**config.mk**
```make
export PLATFORM = sky130hd
export DESIGN_NAME = seg8_scan_driver
export DESIGN_NICKNAME = d
export VERILOG_FILES = /design/src/rtl/seg8_scan_driver.sv
export SDC_FILE = /design/constraint.sdc
export NUM_CORES = 1
export LEC_CHECK = 0
export CAP_MARGIN = 20
export CORE_UTILIZATION = 55
export CTS_BUF_LIST = sky130_fd_sc_hd__clkbuf_4 sky130_fd_sc_hd__clkbuf_8 sky130_fd_sc_hd__clkbuf_16
export DETAILED_ROUTE_END_ITERATION = 6
export GPL_TIMING_DRIVEN = 0
export PLACE_DENSITY = 0.89
export SLEW_MARGIN = 20
export SYNTH_ARGS = -nofsm -noshare
export SYNTH_HDL_FRONTEND = slang
export SYNTH_SLANG_ARGS = --single-unit
```
**constraint.sdc**
```tcl
create_clock -name Clk -period 2.8 [get_ports Clk]
set_input_delay 0.28 -clock Clk [delete_from_list [all_inputs] [get_ports Clk]]
set_output_delay 0.28 -clock Clk [all_outputs]
set_load 0.05 [all_outputs]
```
**src/rtl/seg8_scan_driver.sv**
```systemverilog
// Eight-digit common-anode 7-seg scanner: frame-latched data, per-digit blink/enable/dp, blank gap per slot.
// Outputs registered one cycle after div_cnt/idx; no backpressure, inputs are sampled once per frame.
module seg8_scan_driver #(
    parameter int SCAN_DIV  = 49_999,
    parameter int BLANK_CYC = 500,
    parameter int BLINK_DIV = 12_499_999
) (
    input  logic        Clk,
    input  logic        Reset_n,
    input  logic [31:0] Disp_Data,
    input  logic [7:0]  Blink_Mask,
    input  logic [7:0]  Dig_En,
    input  logic [7:0]  Dp_Mask,
    output logic [7:0]  SEL,
    output logic [7:0]  SEG
);

    localparam int DW = $clog2(SCAN_DIV + 2);
    localparam int BW = $clog2(BLINK_DIV + 2);

    logic [DW-1:0] div_cnt;
    logic [2:0]    idx;
    logic [BW-1:0] blink_cnt;
    logic          blink_on;
    logic [31:0]   data_l;
    logic [7:0]    blink_l;
    logic [7:0]    en_l;
    logic [7:0]    dp_l;

    logic          slot_end;
    logic          vis;
    logic [3:0]    code;
    logic [7:0]    sel_nxt;
    logic [7:0]    seg_nxt;

    function automatic logic [6:0] glyph(input logic [3:0] c);
        case (c)
            4'h0: glyph = 7'h40;
            4'h1: glyph = 7'h79;
            4'h2: glyph = 7'h24;
            4'h3: glyph = 7'h30;
            4'h4: glyph = 7'h19;
            4'h5: glyph = 7'h12;
            4'h6: glyph = 7'h02;
            4'h7: glyph = 7'h78;
            4'h8: glyph = 7'h00;
            4'h9: glyph = 7'h10;
            4'hA: glyph = 7'h08;
            4'hB: glyph = 7'h03;
            4'hC: glyph = 7'h46;
            4'hD: glyph = 7'h21;
            4'hE: glyph = 7'h06;
            default: glyph = 7'h0E;
        endcase
    endfunction

    assign slot_end = (div_cnt == DW'(SCAN_DIV));

    always_ff @(posedge Clk or negedge Reset_n) begin
        if (!Reset_n) begin
            div_cnt <= '0;
            idx     <= '0;
        end else if (slot_end) begin
            div_cnt <= '0;
            idx     <= idx + 3'd1;
        end else begin
            div_cnt <= div_cnt + DW'(1);
        end
    end

    // Latch at the last cycle of slot 7 so a whole frame shows one consistent snapshot.
    always_ff @(posedge Clk or negedge Reset_n) begin
        if (!Reset_n) begin
            data_l  <= '0;
            blink_l <= '0;
            en_l    <= '0;
            dp_l    <= '0;
        end else if (slot_end && idx == 3'd7) begin
            data_l  <= Disp_Data;
            blink_l <= Blink_Mask;
            en_l    <= Dig_En;
            dp_l    <= Dp_Mask;
        end
    end

    always_ff @(posedge Clk or negedge Reset_n) begin
        if (!Reset_n) begin
            blink_cnt <= '0;
            blink_on  <= 1'b1;
        end else if (blink_cnt == BW'(BLINK_DIV)) begin
            blink_cnt <= '0;
            blink_on  <= ~blink_on;
        end else begin
            blink_cnt <= blink_cnt + BW'(1);
        end
    end

    always_comb begin
        sel_nxt = 8'hFF;
        seg_nxt = 8'hFF;
        code    = data_l[idx*4 +: 4];
        vis     = en_l[idx] & ~(blink_l[idx] & ~blink_on);
        if (div_cnt >= DW'(BLANK_CYC) && vis) begin
            sel_nxt = ~(8'h01 << idx);
            seg_nxt = {~dp_l[idx], glyph(code)};
        end
    end

    always_ff @(posedge Clk or negedge Reset_n) begin
        if (!Reset_n) begin
            SEL <= 8'hFF;
            SEG <= 8'hFF;
        end else begin
            SEL <= sel_nxt;
            SEG <= seg_nxt;
        end
    end

endmodule
```
### Word-level counts from Yosys, hierarchy flattened

Memory sizes are Yosys's and may differ from the RTL's.
Index checks and enable logic that the tools add are counted.

| storage, ports and cells | value |
|---|---|
| flip-flop bits (word level) | 116 |
| latch bits | 0 |
| bits in writable memories | 0 |
| ROM bits | 112 |
| bits of input ports | 58 |
| output and inout bits | 16 |
| logic and storage cells | 39 |
| memories | 1 |

Memory list:

| name | words | bits a word | read ports | clocked after Yosys merged registers in | wr ports | line | RTL |
|---|---|---|---|---|---|---|---|
| (name not given) | 16 | 7 | 1 | 0 | 0 | 37 | `case (c)` |

| operators by class | value |
|---|---|
| $add $sub $neg | 3 |
| multiply operators | 0 |
| divide/modulo/power cells | 0 |
| magnitude comparators | 2 |
| equality and inequality tests | 3 |
| shifts and indexed selects | 2 |
| mux-type cells | 10 |
| bitwise operators | 6 |
| reductions and logical operators | 2 |

Operators with widths:

| cell | number |
|---|---|
| indexed part select 32 x 6 -> 4 bit | 1 |
| adder 24 x 1 -> 24 bit, second input constant | 1 |
| == test 24 bit, second input constant | 1 |
| two-way mux 24 bit | 1 |
| adder 16 x 1 -> 16 bit, second input constant | 1 |
| == test 16 bit, second input constant | 1 |
| greater-or-equal comparator 16 x 9 -> 1 bit, second input constant | 1 |
| two-way mux 16 bit | 1 |
| two-way mux 8 bit | 2 |
| binary-select mux 1 bit (select 3 bit) | 3 |
| inverter 8 bit | 1 |
| left shift 1 x 3 -> 8 bit, first input constant | 1 |
| less-than comparator 3 x 4 -> 1 bit, second input constant | 1 |
| adder 3 x 1 -> 3 bit, second input constant | 1 |
| == test 3 bit, second input constant | 1 |
| two-way mux 1 bit | 3 |
| inverter 1 bit | 3 |
| bitwise AND 1 bit | 2 |
| logical AND 1 bit | 2 |

### Logic depth before layout (Yosys ltp)

Gate-level depths: netlist of the first run.

| depth | value |
|---|---|
| depth after elaboration | 7 |
| gate-level depth with buffers | 11 |
| depth with buffers taken out | 9 |

### Worst setup path after synthesis of the first run

No wires, ideal clock.

| timing | value |
|---|---|
| kind | flip-flop to flip-flop |
| start point | register idx[0] |
| end point | register SEG[3] |
| setup time | 79 ps |
| arrival | 2,283 ps |
| required time | 2,721 ps |
| slack | 439 ps |
| cell stages (with the launch flop) | 9 |
| path buffers | 2 |
| period minus slack after synthesis | 2,361 ps |
| cell sequence | dfrtp_1 > buf_2 > buf_4 > mux4_2 > mux2_2 > inv_1 > ha_1 > o211a_1 > o21ai_0 |

| between the ends | value |
|---|---|
| word-level cells in the longest chain between the ends | 7 |
| elaborated cells between the ends (all ways) | 11 |
| those cells by class | 1 x shift; 5 x mux; 3 x bitwise; 1 x reduce/logical; 1 x memory |

Ends and longest elaborated chain:

| what | line | RTL |
|---|---|---|
| start: declaration | 22 | `logic [2:0] idx;` |
| start signal: assignment | 65 | `idx <= idx + 3'd1;` |
| parallel branches: the longest is 6 deep, another holds memory (16 x 7 bit) | -- |  |
| two-way mux 8 bit * | 103 | `if (div_cnt >= DW'(BLANK_CYC) && vis) begin` |
| via seg_nxt[3] | 34 | `logic [7:0] seg_nxt;` |
| end signal: assignment | 115 | `SEG <= seg_nxt;` |
| end: declaration | 15 | `output logic [7:0] SEG` |

Mark *: on every way through the listed nets, which the timed path passes. The select of a mux whose other input is x is not followed.
A chain may end at the register's enable or synchronous reset.

### Worst setup path in the final report of the first run

Ends and elaborated chain as after synthesis.

==> impl_metrics.csv, run 1 <==
group,metric,value,unit
floorplan,rows,36,
synth,ys.flop_type,"dfrtp_1",
run,maxCapViolations,0,
sta,slew_headroom,0.558,
worst_setup_path,cp_cell_sequence,"clkbuf_4 > buf_6 > mux4_2 > mux2_2 > inv_1 > ha_1 > o211a_1 > o21ai_0",
synth,synth.ff_latch_count,116,
synth,synth_compound_gate_area_share,0.0236,
sta,hold_violations,0,
grt,grt_overflow_total,0,
synth,synth-async-reset-ratio,1.00,
final_layout,nets,587,
routing,drtIter0Drc,302,
worst_setup_path,worstPathArrival,3.07,ns
synth,yosys.area_share.simple,0.117,
place,place_hpwl,8050,um
place,placed_area,6440,um2
floorplan,die_h,102,um
final_layout,instances_no_fill,659,
floorplan,die-area,10400,um2
worst_setup_path,critPathMaxStageDelay,0.54,ns
sta,finalMaxSlewViolations,0,
synth,synth-warning-count,0,
sta,worstMarginPinSlew,0.657,ns
grt,grt_max_degree,72,
status,status,"complete, no violations",
final_layout,final_common_cell,"dfrtp_1",
worst_setup_path,rr_startpoint,"idx[0]",
floorplan,start_util,0.567,
pwr,p_leak,0.00315,uW
floorplan,io-pin-count,74,
synth,yosysSeqAreaShare,0.530,
grt,grt_pass1_wl,20500,um
sta,setup-violations-final,0,
clocking,cts-root-buf,"clkbuf_8",
grt,grt_pass1_vias,3891,
sta,clock_skew,0.00691,ns
routing,vias_per_cell,5.66,
grt,antenna_found_initial,0,
worst_setup_path,path_buf_inv,3,
sta,rsz0062_at_grt,"no",
final_layout,final_core_util,0.734,
final_layout,final_cell_mix,"99 x dfrtp_1, 72 x clkdlybuf4s50_1, 40 x mux2_4",
place,dp.cells,627,
clocking,cts.sinks,116,
routing,vias,3731,
synth,synth-xor-area-share,0.0540,
final_layout,design_area,7140,um2
worst_setup_path,worstPathMaxFanout,10,
place,io_buffers,73,
synth,syn-num-nets,493,
final_layout,area_growth,29.4,%
synth,synth_area_per_cell,13.1,um2
sta,fin_setup_tns,0,ns
routing,antenna_left,0,
clocking,clkTransAtPathRegs,0.06,ns
synth,synth_edf_count,0,
synth,syn-cell-area,5520,um2
sta,max_clock_freq,0.381,GHz
pwr,p_per_area,618,nW/um2
worst_setup_path,crit_type,"flop to flop",
pwr,vdd_drop_max,450,uV
floorplan,core_area,9730,um2
routing,drc,0,
place,gp_congestion,0.877,
sta,holdWs,0.237,ns
final_layout,drive_above_1_share,0.262,
synth,ys_types,41,
routing,drt_first_pass_iters,5,
synth,synthAdderAreaFrac,0.0340,
worst_setup_path,ff2ff_path_depth,8,
synth,synthCells,420,
clocking,cts_made_buffers,17,
worst_setup_path,crit_required,3.25,ns
floorplan,fp.dieW,102,um
worst_setup_path,cp_slowest_cell,"mux4_2",
worst_setup_path,critPathCaptureType,"flop",
final_layout,antennaDiodeCount,0,
sta,period_minus_slack,2.62,ns
hold_path,min_path_type,"primary input to async pin",
worst_setup_path,crit_family,"multiplexers",
worst_setup_path,reg2reg_slack,0.18,ns
worst_setup_path,cp.depth,8,
routing,wl_per_cell,19.6,um
grt,grt_util_all_layers,0.272,
clocking,htree_levels,4,
routing,wl,12900,um
clocking,clk_latency,0.53,ns
sta,min_period_over_period,0.937,
worst_setup_path,critPathLaunchType,"flop",
worst_setup_path,reg2reg_to,"SEG[3]",
clocking,clk_path_buf_depth,2,
clocking,tritoncts,"yes",
synth,synth_top_family_by_area,"multiplexers",
synth,synth.area.mux_share,0.215,
-- how the worst max path moves through the flow --
stage                 start        end  slack (ns)
finish               idx[0]     SEG[3]        0.18
floorplan            idx[0]     SEG[3]        0.44
CTS                  idx[0]     SEG[4]        0.02
global route         idx[0]     SEG[5]        0.04
global placement    Reset_n  data_l[2]       -2.64
detailed placement   idx[1]     SEG[3]       0.006
-- metal layers --
metal | vias up | wire length [um] | global-route usage
met1 | 1908 | 5350 | 0.344
met5 | - | 0 | 0
met3 | 39 | 591 | 0.0759
li1 | 1658 | - | -
met2 | 126 | 6630 | 0.450
met4 | 0 | 346 | 0.101
-- registers in the layout (all words and copies together), names as in the netlist --
register	flops
data_l	32
blink_cnt	24
div_cnt	16
SEG	8
SEL	8
blink_l	8
dp_l	8
en_l	8
idx	3
blink_on	1
-- cell usage after synthesis, types with 4 or more instances --
cell	instances	share of area
a21oi_1	5	0.0045
buf_6	4	0.0082
clkbuf_1	7	0.0048
dfrtp_1	99	0.45
dfstp_2	17	0.081
ha_1	15	0.034
inv_1	11	0.0075
mux2_2	18	0.037
mux2_4	40	0.11
mux2i_1	7	0.013
mux4_2	14	0.057
nand2_1	35	0.024
nand2b_1	4	0.0045
nand3_1	18	0.016
nand4_1	7	0.0079
nor2_1	31	0.021
nor3_1	8	0.0073
nor4_1	5	0.0057
o21ai_0	5	0.0045
xnor2_1	19	0.030
xor2_1	15	0.024
-- cell families (layout without fill, tap and decap cells) --
group | Yosys count | after routing
mux | 79 | 79
compound gates | 20 | 20
buf+inv | 27 | 133
fa+ha+maj | 15 | 15
xor+xnor | 34 | 34
simple gates | 129 | 129
flops | 116 | 116
-- stage by stage --
step           setup slack, ns  power [uW]
6_report                 0.176        4410
5_1_grt                 0.0373        4530
4_1_cts                 0.0213        4420
3_5_place_dp           0.00572        2000
3_3_place_gp             -2.64        1980
2_1_floorplan            0.439        1860
-- area by class of cell --
type,instances,area (um2)
clock inverters,8,169
multi-input cells,277,2460
plain buffers,16,109
repair buffers,75,769
flip-flops and latches,116,2920
inverters,11,41.3
fillers,585,2590
well taps,133,166
clock buffers,23,497
-- power by group --
group / switching, uW / internal [uW]
Combinational: 91.3 / 147
Sequential: 27.4 / 1720
Clock: 752 / 1670
-- what timing repair did --
action / 4_1_cts / 5_1_grt
endpoints found under the hold margin: 35 / 0
setup endpoints to repair: 7 / 12
resized for setup: 1 / 4
hold buffers: 1 / 0
buffers inserted: 0 / 0
Note: power is estimated with default switching activity, not from simulation.
==> inputs of run 2 (changes only) <==
--- a/config.mk
+++ b/config.mk
@@ -11,7 +11,6 @@
 export DETAILED_ROUTE_END_ITERATION = 6
 export GPL_TIMING_DRIVEN = 0
 export PLACE_DENSITY = 0.89
-export SLEW_MARGIN = 20
 export SYNTH_ARGS = -nofsm -noshare
 export SYNTH_HDL_FRONTEND = slang
 export SYNTH_SLANG_ARGS = --single-unit
==> run 2 against run 1 <==
  * Combinational power is 2% lower
  * Global-route usage decreased by 1.1 points
  * Critical path depth unchanged
  * Fmax increased by 1.1%
  * Sequential share of layout area about the same
  * Cell count is 0.15% higher
  * Sequential cell count unchanged
  * Non-clock buffer count increased by 1
  * Cell area hardly changed
  * Wire length is 3.8% lower
  * Clock-buffer cell count unchanged
  * Clock skew decreased by 0.00093 ns
  * Critical path type unchanged
  * Highest routed layer unchanged
==> impl_metrics.csv, run 2 (synthesis gave the netlist of run 1 again) <==
group,metric,value,unit
status,status,"complete, no violations",
sta,max_clock_freq,0.385,GHz
clocking,clk_path_buf_depth,2,
pwr,power.switching,856,uW
final_layout,design_area,7140,um2
final_layout,antennaDiodeCount,0,
clocking,htree_levels,4,
worst_setup_path,worstPathMaxFanout,10,
sta,rsz0062_at_grt,"no",
pwr,p_sw_frac,0.195,
sta,slew_headroom,0.589,
hold_path,min_path_type,"primary input to async pin",
place,place_hpwl,8060,um
final_layout,multi_input_area,2450,um2
floorplan,fp.dieW,102,um
pwr,power_frac_comb,0.053,
sta,finalMaxSlewViolations,0,
sta,setup-violations-final,0,
floorplan,die_h,102,um
clocking,cts-root-buf,"clkbuf_8",
worst_setup_path,crit_type,"flop to flop",
pwr,power.share.clock,0.549,
final_layout,nets,588,
final_layout,register_area,2920,um2
place,dp_slack,-0.0164,ns
floorplan,core_area,9730,um2
floorplan,die-area,10400,um2
place,io_buffers,73,
sta,min_period_over_period,0.927,
final_layout,final_core_util,0.733,
final_layout,fillers,595,
clocking,clk_latency,0.53,ns
grt,grt_pass1_wl,19700,um
clocking,clkTransAtPathRegs,0.05,ns
routing,wl_per_cell,18.8,um
pwr,p_leak,0.00316,uW
sta,period_minus_slack,2.60,ns
sta,worstMarginPinSlew,0.616,ns
routing,drtIter0Drc,246,
pwr,p_int,3540,uW
final_layout,area_growth,29.3,%
grt,grt_util_all_layers,0.261,
clocking,cts_made_buffers,17,
final_layout,top_regs,"data_l x32, blink_cnt x24, div_cnt x16",
clocking,cts.sinks,116,
routing,vias,3711,
clocking,tritoncts,"yes",
final_layout,largest_register_ffs,32,
worst_setup_path,crit_required,3.25,ns
grt,antenna_found_initial,0,
floorplan,start_util,0.567,
worst_setup_path,critPathCaptureType,"flop",
final_layout,final_cell_mix,"99 x dfrtp_1, 72 x clkdlybuf4s50_1, 40 x mux2_4",
floorplan,io-pin-count,74,
sta,fin_setup_tns,0,ns
pwr,total_power,4390,uW
final_layout,final_common_cell,"dfrtp_1",
routing,drc,0,
routing,drt_first_pass_iters,4,
pwr,vdd_drop_max,392,uV
final_layout,largest-register,"data_l",
floorplan,rows,36,
place,placed_area,6440,um2
place,gp_congestion,0.877,
worst_setup_path,worstPathArrival,3.04,ns
worst_setup_path,critPathLaunchType,"flop",
sta,fin_ws,0.205,ns
pwr,p_seq_frac,0.398,
final_layout,drive_above_1_share,0.260,
sta,hold_violations,0,
grt,grt_pass1_vias,3820,
run,maxCapViolations,0,
sta,clock_skew,0.00598,ns
routing,antenna_left,0,
grt,grt_max_degree,72,
routing,wl,12400,um
pwr,p_per_area,616,nW/um2
routing,vias_per_cell,5.62,
grt,grt_overflow_total,0,
-- run 2: cell types whose count changed in the layout (fill, tap and decap cells not counted), sizes merged --
cell / delta
clkbuf: +1
-- run 2: layer usage --
metal	routed length, um	GRT usage
met4	303	0.108
met5	0	0
met2	6370	0.425
met1	5170	0.330
met3	588	0.0746
-- run 2: layout make-up --
class / count / share of cell area
sequential: 116 / 0.410
multi-input combinational: 277 / 0.344
timing repair buffer: 76 / 0.108
clock buffer: 23 / 0.0696
clock inverter: 8 / 0.0237
tap: 133 / 0.0233
buffer: 16 / 0.0158
inverter: 11 / 0.00579
-- run 2: metrics by stage --
| stage | hold WS [ns] | cells |
|---|---|---|
| 2_1_floorplan | -0.0156 | 420 |
| 3_3_place_gp | 0.454 | 626 |
| 3_5_place_dp | 0.324 | 627 |
| 4_1_cts | 0.316 | 659 |
| 5_1_grt | 0.355 | 660 |
| 6_report | 0.304 | 660 |
-- run 2: repair_timing --
item                                   in CTS  in global routing
endpoints found under the hold margin      35                  0
resized for setup                           2                  3
setup buffers                               0                  0
hold buffers                                1                  0
setup endpoints to repair                   9                  3
cloned                                      0                  0
-- run 2: critical path: stages (launching register included) --
cell	delay (ns)
dfrtp_1	0.39
clkbuf_4	0.25
buf_8	0.19
mux4_2	0.54
mux2_2	0.34
inv_1	0.14
ha_1	0.27
o211a_1	0.23
o21ai_0	0.15
-- run 2: worst paths after layout --
| path | endpoint | slack (ns) | depth (start not counted) | start |
|---|---|---|---|---|
| setup / recovery | SEG[3] | 0.20 | 8 | idx[0] |
| min in group Clk | dp_l[7] | 0.36 | 2 | Dp_Mask[7] |
| setup reg to reg | SEG[3] | 0.20 | 8 | idx[0] |
| max in group asynchronous | SEG[3] | 1.71 | 3 | Reset_n |
| hold reg to reg | blink_cnt[4] | 0.48 | 1 | blink_cnt[4] |
| hold / removal | en_l[1] | 0.30 | 2 | Reset_n |
-- run 2: power by group through the flow --
stage	clock network, uW	logic, uW	registers [uW]
2_1_floorplan	0	94.1	1760
3_3_place_gp	0	214	1770
3_5_place_dp	0	229	1770
4_1_cts	2430	237	1750
5_1_grt	2510	253	1750
6_report	2410	234	1750
==> inputs of run 3 (changes only) <==
--- a/config.mk
+++ b/config.mk
@@ -6,11 +6,12 @@
 export NUM_CORES = 1
 export LEC_CHECK = 0
 export CAP_MARGIN = 20
-export CORE_UTILIZATION = 55
+export CORE_UTILIZATION = 63
 export CTS_BUF_LIST = sky130_fd_sc_hd__clkbuf_4 sky130_fd_sc_hd__clkbuf_8 sky130_fd_sc_hd__clkbuf_16
 export DETAILED_ROUTE_END_ITERATION = 6
+export DONT_BUFFER_PORTS = 1
 export GPL_TIMING_DRIVEN = 0
-export PLACE_DENSITY = 0.89
+export PLACE_DENSITY = 0.88
 export SYNTH_ARGS = -nofsm -noshare
 export SYNTH_HDL_FRONTEND = slang
 export SYNTH_SLANG_ARGS = --single-unit
==> run 3 against run 2 <==
  * The run now ends with hold timing left
  * Non-clock buffer count down 19
  * Clock-buffer cell count decreased by 2
  * First-iteration DRC count up 140%
  * Cell area decreased by 4.3%
  * Sequential share of layout area increased by 1.9 points
  * Worst hold slack worse by 0.86 ns
  * Clock skew grew 0.0069 ns
  * Combinational power down 15%
  * Utilization is 8.5 points higher
  * Critical path depth grew 2
  * Setup slack lost 0.15 ns
  * Critical path type unchanged
  * Largest cell class unchanged
==> impl_metrics.csv, run 3 (synthesis gave the netlist of run 1 again) <==
group,metric,value,unit
clocking,cts-root-buf,"clkbuf_8",
routing,drt_first_pass_iters,5,
worst_setup_path,reg2reg_slack,0.05,ns
sta,min_period_over_period,0.981,
worst_setup_path,crit_required,3.23,ns
sta,worstMarginPinSlew,0.680,ns
sta,holdWs,-0.553,ns
worst_setup_path,critPathLaunchType,"flop",
worst_setup_path,crit_family,"buffers and inverters",
routing,wl_per_cell,26.5,um
routing,drc,0,
pwr,p_leak,0.00304,uW
place,placed_area,5650,um2
final_layout,register_area,2930,um2
place,gp_congestion,0.808,
final_layout,multi_input_area,2460,um2
clocking,tritoncts,"yes",
routing,vias,4101,
worst_setup_path,crit_type,"flop to flop",
routing,antenna_left,0,
sta,fin_ws,0.0531,ns
final_layout,final_cell_mix,"98 x dfrtp_1, 56 x dlygate4sd3_1, 40 x mux2_4",
final_layout,final_common_cell,"dfrtp_1",
floorplan,core_area,8340,um2
pwr,p_per_area,611,nW/um2
pwr,power_frac_comb,0.048,
sta,finalMaxSlewViolations,0,
clocking,clk_latency,0.53,ns
clocking,cts_hold_buffers,56,
routing,wl,16200,um
status,violations,"hold timing",
floorplan,rows,33,
final_layout,fillers,339,
sta,setup-violations-final,0,
clocking,clkTransAtPathRegs,0.06,ns
worst_setup_path,worstPathMaxFanout,10,
final_layout,largest-register,"data_l",
pwr,p_sw_frac,0.216,
routing,vias_per_cell,6.69,
grt,grt_max_degree,117,
final_layout,antennaDiodeCount,0,
grt,antenna_found_initial,0,
final_layout,nets,569,
floorplan,start_util,0.661,
worst_setup_path,reg2reg_to,"SEG[4]",
pwr,power.share.clock,0.532,
worst_setup_path,critPathCaptureType,"flop",
worst_setup_path,cp_slowest_cell,"dfrtp_1",
floorplan,io-pin-count,74,
grt,grt_util_all_layers,0.394,
worst_setup_path,critPathMaxStageDelay,0.59,ns
worst_setup_path,ff2ff_path_depth,10,
place,place_hpwl,7720,um
clocking,clk_path_buf_depth,2,
clocking,htree_levels,4,
pwr,p_int,3270,uW
floorplan,die_h,95.6,um
pwr,power.switching,902,uW
sta,slew_headroom,0.546,
final_layout,area_growth,23.7,%
final_layout,top_regs,"data_l x32, blink_cnt x24, div_cnt x16",
clocking,cts_setup_buffers,0,
pwr,p_seq_frac,0.421,
place,dp_slack,-0.0413,ns
hold_path,min_path_type,"primary input to async pin",
worst_setup_path,worstPathArrival,3.18,ns
pwr,vdd_drop_max,487,uV
grt,grt_overflow_total,0,
final_layout,drive_above_1_share,0.274,
final_layout,final_core_util,0.818,
status,status,"complete, but fails checks",
final_layout,design_area,6830,um2
grt,grt_pass1_vias,4343,
floorplan,fp.dieW,95.6,um
sta,clock_skew,0.0129,ns
final_layout,largest_register_ffs,32,
sta,period_minus_slack,2.75,ns
grt,grt_pass1_wl,25200,um
place,io_buffers,0,
clocking,cts.sinks,116,
sta,hold_violations,116,
clocking,cts_made_buffers,17,
worst_setup_path,crit_top_cell,"nand2_1",
run,maxCapViolations,0,
sta,max_clock_freq,0.364,GHz
routing,drtIter0Drc,594,
floorplan,die-area,9130,um2
worst_setup_path,rr_startpoint,"idx[1]",
worst_setup_path,cp_cell_sequence,"clkbuf_2 > mux4_2 > nand2_1 > nand2_1 > inv_2 > ha_2 > inv_1 > nor2_1 > o21ai_0 > o211ai_1",
worst_setup_path,path_buf_inv,3,
## run 3: power groups by stage
stage / clock network, uW / logic [uW] / registers (uW)
2_1_floorplan: 0 / 94.1 / 1760
3_3_place_gp: 0 / 102 / 1770
3_5_place_dp: 0 / 109 / 1770
4_1_cts: 2170 / 179 / 1750
5_1_grt: 2290 / 206 / 1750
6_report: 2220 / 199 / 1750
## run 3: worst max path at each step
| stage | from | end | depth (start not counted) |
|---|---|---|---|
| 2_1_floorplan | idx[0] | SEG[3] | 8 |
| 3_3_place_gp | idx[1] | SEG[3] | 7 |
| 3_5_place_dp | idx[1] | SEG[5] | 10 |
| 4_1_cts | idx[0] | SEG[4] | 11 |
| 5_1_grt | idx[0] | SEG[4] | 11 |
| 6_report | idx[1] | SEG[4] | 10 |
## run 3: stage by stage
| step | total power, uW | hold slack, ns | TNS, ns | std cells |
|---|---|---|---|---|
| after global placement | 1870 | -0.0101 | 0 | 525 |
| after detailed placement | 1880 | -0.00924 | -0.108 | 526 |
| after global routing | 4250 | -0.562 | -0.0334 | 613 |
| after floorplan | 1860 | -0.0156 | 0 | 420 |
| final | 4170 | -0.553 | 0 | 613 |
| after CTS | 4100 | -0.544 | 0 | 613 |
## run 3: area by class of cell
class	count	area share
clock inverters	10	0.0191
well taps	105	0.0192
multi-input cells	277	0.360
inverters	11	0.00605
repair buffers	57	0.0828
clock buffers	21	0.0678
plain buffers	16	0.0165
flip-flops and latches	116	0.429
## run 3: repair_timing
| action | CTS | global route |
|---|---|---|
| endpoints found under the hold margin | 172 | 116 |
| gates resized for setup | 2 | 9 |
| endpoints found under the setup margin | 5 | 13 |
## run 3: routing by layer
metal | GRT usage | share of wire | up-vias
met2 | 0.622 | 0.48 | 377
met1 | 0.494 | 0.36 | 2009
met3 | 0.124 | 0.11 | 90
met5 | 0 | 0 | -
met4 | 0.192 | 0.048 | 0
li1 | - | - | 1625
